## src/rtl/match_encoder.sv

```systemverilog
`default_nettype none
// ============================================================================
// Module   : match_encoder
// Purpose  : Captures an associative-array match vector and serialises every
//            matching index, lowest first, over a valid/ready handshake.
// Revision : 1.0 - initial release
// ============================================================================
module match_encoder #(
    parameter int WIDTH = 16,
    parameter int AW    = 4
) (
    input  logic             clk,
    input  logic             rst_n,
    input  logic             ena,
    input  logic             capture,
    input  logic [WIDTH-1:0] match_vec,
    input  logic             ready_in,
    output logic             valid_out,
    output logic [AW-1:0]    addr_out,
    output logic             last_out,
    output logic [AW:0]      hit_count,
    output logic             hit,
    output logic             busy,
    output logic             done
);

    typedef enum logic [1:0] {
        S_IDLE = 2'd0,
        S_EMIT = 2'd1,
        S_FIN  = 2'd2
    } state_t;

    localparam logic [WIDTH-1:0] c_one      = {{(WIDTH-1){1'b0}}, 1'b1};
    localparam logic [AW:0]      c_cnt_one  = {{AW{1'b0}}, 1'b1};

    state_t           r_state;
    logic [WIDTH-1:0] r_pending;

    logic [WIDTH-1:0] w_remain;
    logic [AW-1:0]    w_cap_lsb;
    logic [AW-1:0]    w_rem_lsb;
    logic [AW:0]      w_cap_cnt;
    logic             w_rem_single;
    logic             w_transfer;

    function automatic logic [AW-1:0] f_lsb(input logic [WIDTH-1:0] v);
        logic [AW-1:0] idx;
        idx = '0;
        for (int i = WIDTH - 1; i >= 0; i--) begin
            if (v[i]) begin
                idx = AW'(i);
            end
        end
        return idx;
    endfunction

    function automatic logic [AW:0] f_popcount(input logic [WIDTH-1:0] v);
        logic [AW:0] n;
        n = '0;
        for (int i = 0; i < WIDTH; i++) begin
            n = n + {{AW{1'b0}}, v[i]};
        end
        return n;
    endfunction

    // Vector left after the address currently on addr_out is consumed
    assign w_remain     = r_pending & ~(c_one << addr_out);
    assign w_rem_lsb    = f_lsb(w_remain);
    assign w_rem_single = (w_remain != '0) && ((w_remain & (w_remain - c_one)) == '0);
    assign w_cap_lsb    = f_lsb(match_vec);
    assign w_cap_cnt    = f_popcount(match_vec);
    assign w_transfer   = valid_out & ready_in & ena;

    always_ff @(posedge clk or negedge rst_n) begin
        if (!rst_n) begin
            r_state   <= S_IDLE;
            r_pending <= '0;
            valid_out <= 1'b0;
            addr_out  <= '0;
            last_out  <= 1'b0;
            hit_count <= '0;
            hit       <= 1'b0;
            busy      <= 1'b0;
            done      <= 1'b0;
        end else if (ena) begin
            case (r_state)
                S_IDLE: begin
                    if (capture) begin
                        r_pending <= match_vec;
                        hit_count <= w_cap_cnt;
                        hit       <= |match_vec;
                        busy      <= 1'b1;
                        if (|match_vec) begin
                            r_state   <= S_EMIT;
                            valid_out <= 1'b1;
                            addr_out  <= w_cap_lsb;
                            last_out  <= (w_cap_cnt == c_cnt_one);
                        end else begin
                            r_state   <= S_FIN;
                        end
                    end
                end
                S_EMIT: begin
                    if (w_transfer) begin
                        r_pending <= w_remain;
                        if (w_remain == '0) begin
                            // Final transfer raises done so FIN lasts one cycle
                            r_state   <= S_FIN;
                            valid_out <= 1'b0;
                            last_out  <= 1'b0;
                            done      <= 1'b1;
                        end else begin
                            addr_out  <= w_rem_lsb;
                            last_out  <= w_rem_single;
                        end
                    end
                end
                S_FIN: begin
                    // An empty capture arrives here with done low and spends a cycle raising it
                    if (!done) begin
                        done    <= 1'b1;
                    end else begin
                        done    <= 1'b0;
                        busy    <= 1'b0;
                        r_state <= S_IDLE;
                    end
                end
                default: begin
                    r_state   <= S_IDLE;
                    valid_out <= 1'b0;
                    busy      <= 1'b0;
                    done      <= 1'b0;
                end
            endcase
        end
    end

endmodule
`default_nettype wire

```

## config.mk

```make
export PLATFORM = sky130hd
export DESIGN_NAME = match_encoder
export DESIGN_NICKNAME = d
export VERILOG_FILES = /design/src/rtl/match_encoder.sv
export SDC_FILE = /design/constraint.sdc
export NUM_CORES = 1
export LEC_CHECK = 0
export BUFFER_PORTS_ARGS = -buffer_cell sky130_fd_sc_hd__buf_4
export CELL_PAD_IN_SITES_DETAIL_PLACEMENT = 2
export CELL_PAD_IN_SITES_GLOBAL_PLACEMENT = 2
export CORE_UTILIZATION = 30
export DETAILED_ROUTE_END_ITERATION = 10
export HOLD_SLACK_MARGIN = 0.06
export PLACE_DENSITY_LB_ADDON = 0.08
export SLEW_MARGIN = 20
export SYNTH_ARGS = -nofsm -noshare
export SYNTH_HDL_FRONTEND = slang
export SYNTH_SLANG_ARGS = --single-unit
```

## constraint.sdc

```tcl
create_clock -name clk -period 5 [get_ports clk]
set_clock_uncertainty 0.1 [all_clocks]
set_input_delay 0.5 -clock clk [delete_from_list [all_inputs] [get_ports clk]]
set_output_delay 0.5 -clock clk [all_outputs]
set_load 0.05 [all_outputs]
```

==> results.json <==
{
  "status": "finished, final reports clean",
  "synthAdderAreaFrac": 0.1157,
  "worst_slew_pin_slew_ns": 0.8002,
  "synth_edf_count": 0,
  "wl_per_cell_microns": 19.87,
  "p_per_area_nw_per_um2": 693.4,
  "synth-xor-area-share": 0.006478,
  "cts_resized": 0,
  "path_delay_family": "adder cells",
  "dieHeight_microns": 96.94,
  "core_sq_um": 8721,
  "dr.pass1.iters": 4,
  "synth_area_leader_cell": "dfrtp_1",
  "routed_via_density": 5.572,
  "synth_common_cells": "o21ai_0 (39), inv_1 (33), dfrtp_1 (32)",
  "clockBufferDepth": 2,
  "syn_to_final_growth_pct": 17.08,
  "grt_antenna_before_repair": 0,
  "rr_startpoint": "r_state[0]",
  "cts_tree": "built",
  "cts-buffers-inserted": 5,
  "cts-hold-fix-buffers": 0,
  "syn_nets": 354,
  "io_pins": 35,
  "dp.cells": 449,
  "met2_usage": 0.3657,
  "grtUsageMet1": 0.2545,
  "port_buffers": 34,
  "startpoint": "match_vec[0]",
  "overflow": 0,
  "rsz0062_at_grt": "no",
  "cp.buffers_inverters": 4,
  "hpwl_microns": 7156,
  "placementRows": 34,
  "worst_hold_slack_ns": 0.05730,
  "synth_top_family_by_area": "compound AO/OA/AOI/OAI gates",
  "synth_top_area_share": 0.2962,
  "yosys.area_share.simple": 0.1587,
  "met3_usage": 0.03396,
  "async_flop_share": 1.000,
  "peakVddDrop_mv": 0.3309,
  "drive_above_1_share": 0.1753,
  "ys_types": 58,
  "cp.required_ns": 5.05,
  "htree_levels": 2,
  "critPathMaxFanout": 3,
  "clock_latency_ns": 0.28,
  "grt_pass1_vias": 2801,
  "fmax_mhz": 242.7,
  "synth_area_per_cell_sq_um": 8.611,
  "setup_tns_ns": 0,
  "period_share": 0.8239,
  "track_usage": 0.2047,
  "die-area_sq_um": 9396,
  "yosysMostFrequentCell": "o21ai_0",
  "syn_inst": 314,
  "power_mw": 2.195,
  "critical_path.max_stage_delay_ns": 0.59,
  "synth_area_leaders": "dfrtp_1 (30%), fa_1 (7.4%), o21ai_0 (7.2%)",
  "start_util": 0.3100,
  "final_hold_viol_count": 0,
  "yosysSeqAreaShare": 0.2962,
  "cpMostUsedCell": "fa_1",
  "cap_violations": 0,
  "cts_setup_buffers": 0,
  "synthFlopType": "dfrtp_1",
  "slew_violations": 0,
  "vias": 2541,
  "grt.busiest_layer": "met2",
  "routabilityCongestion": 0.7996,
  "yosys_warnings": 0,
  "grt_max_degree": 33,
  "netlist_area_sq_um": 2704,
  "crit_chain": "buf_4 > inv_1 > fa_1 > fa_1 > fa_1 > fa_1 > inv_1 > ha_1 > inv_1 > fa_1 > xnor2_1 > o22ai_1 > nand4_1 > o21ai_0 > o21ai_0 > o31ai_2",
  "setup_viol": 0,
  "crit_type": "input port to flip-flop",
  "post-route-min-period_ns": 4.120,
  "fin_cells": 456,
  "total_leakage_power_nw": 1.382,
  "hold_path_class": "input port to async pin",
  "critical_path_arrival_ns": 4.17,
  "grt_pass1_wl_microns": 15130,
  "clkTransAtPathRegs_ns": 0.07,
  "cts_root_buf": "clkbuf_8",
  "synthMuxAreaShare": 0.08052,
  "totalWireLength_microns": 9060,
  "critPathSlowestCell": "fa_1",
  "synth-seq-cells": 32,
  "critPathLaunchType": "input port",
  "fin_area_sq_um": 3166,
  "relSlewSlack": 0.4620,
  "place_area_sq_um": 3069,
  "die_w_microns": 96.94,
  "antenna_cells": 0,
  "fin_nets": 388,
  "cp-end-kind": "flip-flop",
  "ant_nets": 0,
  "drc": 0,
  "cts_sinks": 32,
  "drt_iter0_drc": 69,
  "synth-compound-area-share": 0.2767
}
## kinds of logic after synthesis
kind of cell	count (synthesis)
multiplexers	20
XOR/XNOR	2
AO/OA/AOI/OAI	113
buffers and inverters	43
adder cells (fa/ha/maj)	19
AND/OR/NAND/NOR	85
flip-flops	32
## cell usage in the layout (no fill, tap or decap), types with 7 or more instances in the layout
| cell | n |
|---|---|
| ha_1 | 9 |
| dfrtp_1 | 32 |
| buf_4 | 37 |
| nand2_1 | 29 |
| mux2_2 | 7 |
| inv_1 | 33 |
| fa_1 | 10 |
| a31oi_1 | 9 |
| mux2i_1 | 9 |
| nor2_1 | 19 |
| a21oi_1 | 16 |
| clkbuf_8 | 7 |
| o21ai_0 | 39 |
| o21a_1 | 7 |
## per-stage QoR
step / setup slack, ns / util
2_1_floorplan: 1.020 / -
3_3_place_gp: 0.7454 / 0.3519
3_5_place_dp: 0.5714 / 0.3519
4_1_cts: 0.8538 / 0.3630
5_1_grt: 0.6728 / 0.3630
6_report: 0.8804 / 0.3630
## routing by layer
layer / share of wire / wire [microns] / up-vias
li1: - / - / 1213
met1: 0.44 / 3965 / 1275
met2: 0.52 / 4681 / 43
met3: 0.031 / 284 / 10
met4: 0.014 / 127 / 0
met5: 0 / 0 / -
## cell type report
class	instances	area, sq um
Clock buffer	7	96.34
Fill cell	1007	5555
Inverter	33	123.9
Multi-Input combinational cell	239	1732
Sequential cell	32	800.8
Tap cell	108	135.1
Timing Repair Buffer	37	277.8
## state kept, by name, summed over array words and instances, names as in the netlist
signal,cells
r_pending,16
hit_count,5
addr_out,4
r_state,2
busy,1
done,1
hit,1
last_out,1
valid_out,1
## power breakdown
group          leakage, nW  internal (mW)  switching, mW
sequential           0.397          0.381          0.175
clock               0.0503          0.123         0.0970
combinational        0.935          0.530          0.890
total                 1.38           1.03           1.16
## final timing paths
path / endpoint / slack [ns] / depth (start not counted)
max: last_out / 0.88 / 16
min: r_pending[7] / 0.06 / 1
max reg2reg: last_out / 1.84 / 10
min reg2reg: hit_count[1] / 0.39 / 2
max in group asynchronous: hit_count[1] / 4.42 / 1
min in group clk: r_pending[0] / 0.37 / 2
Note: power is estimated with default switching activity, not from simulation.
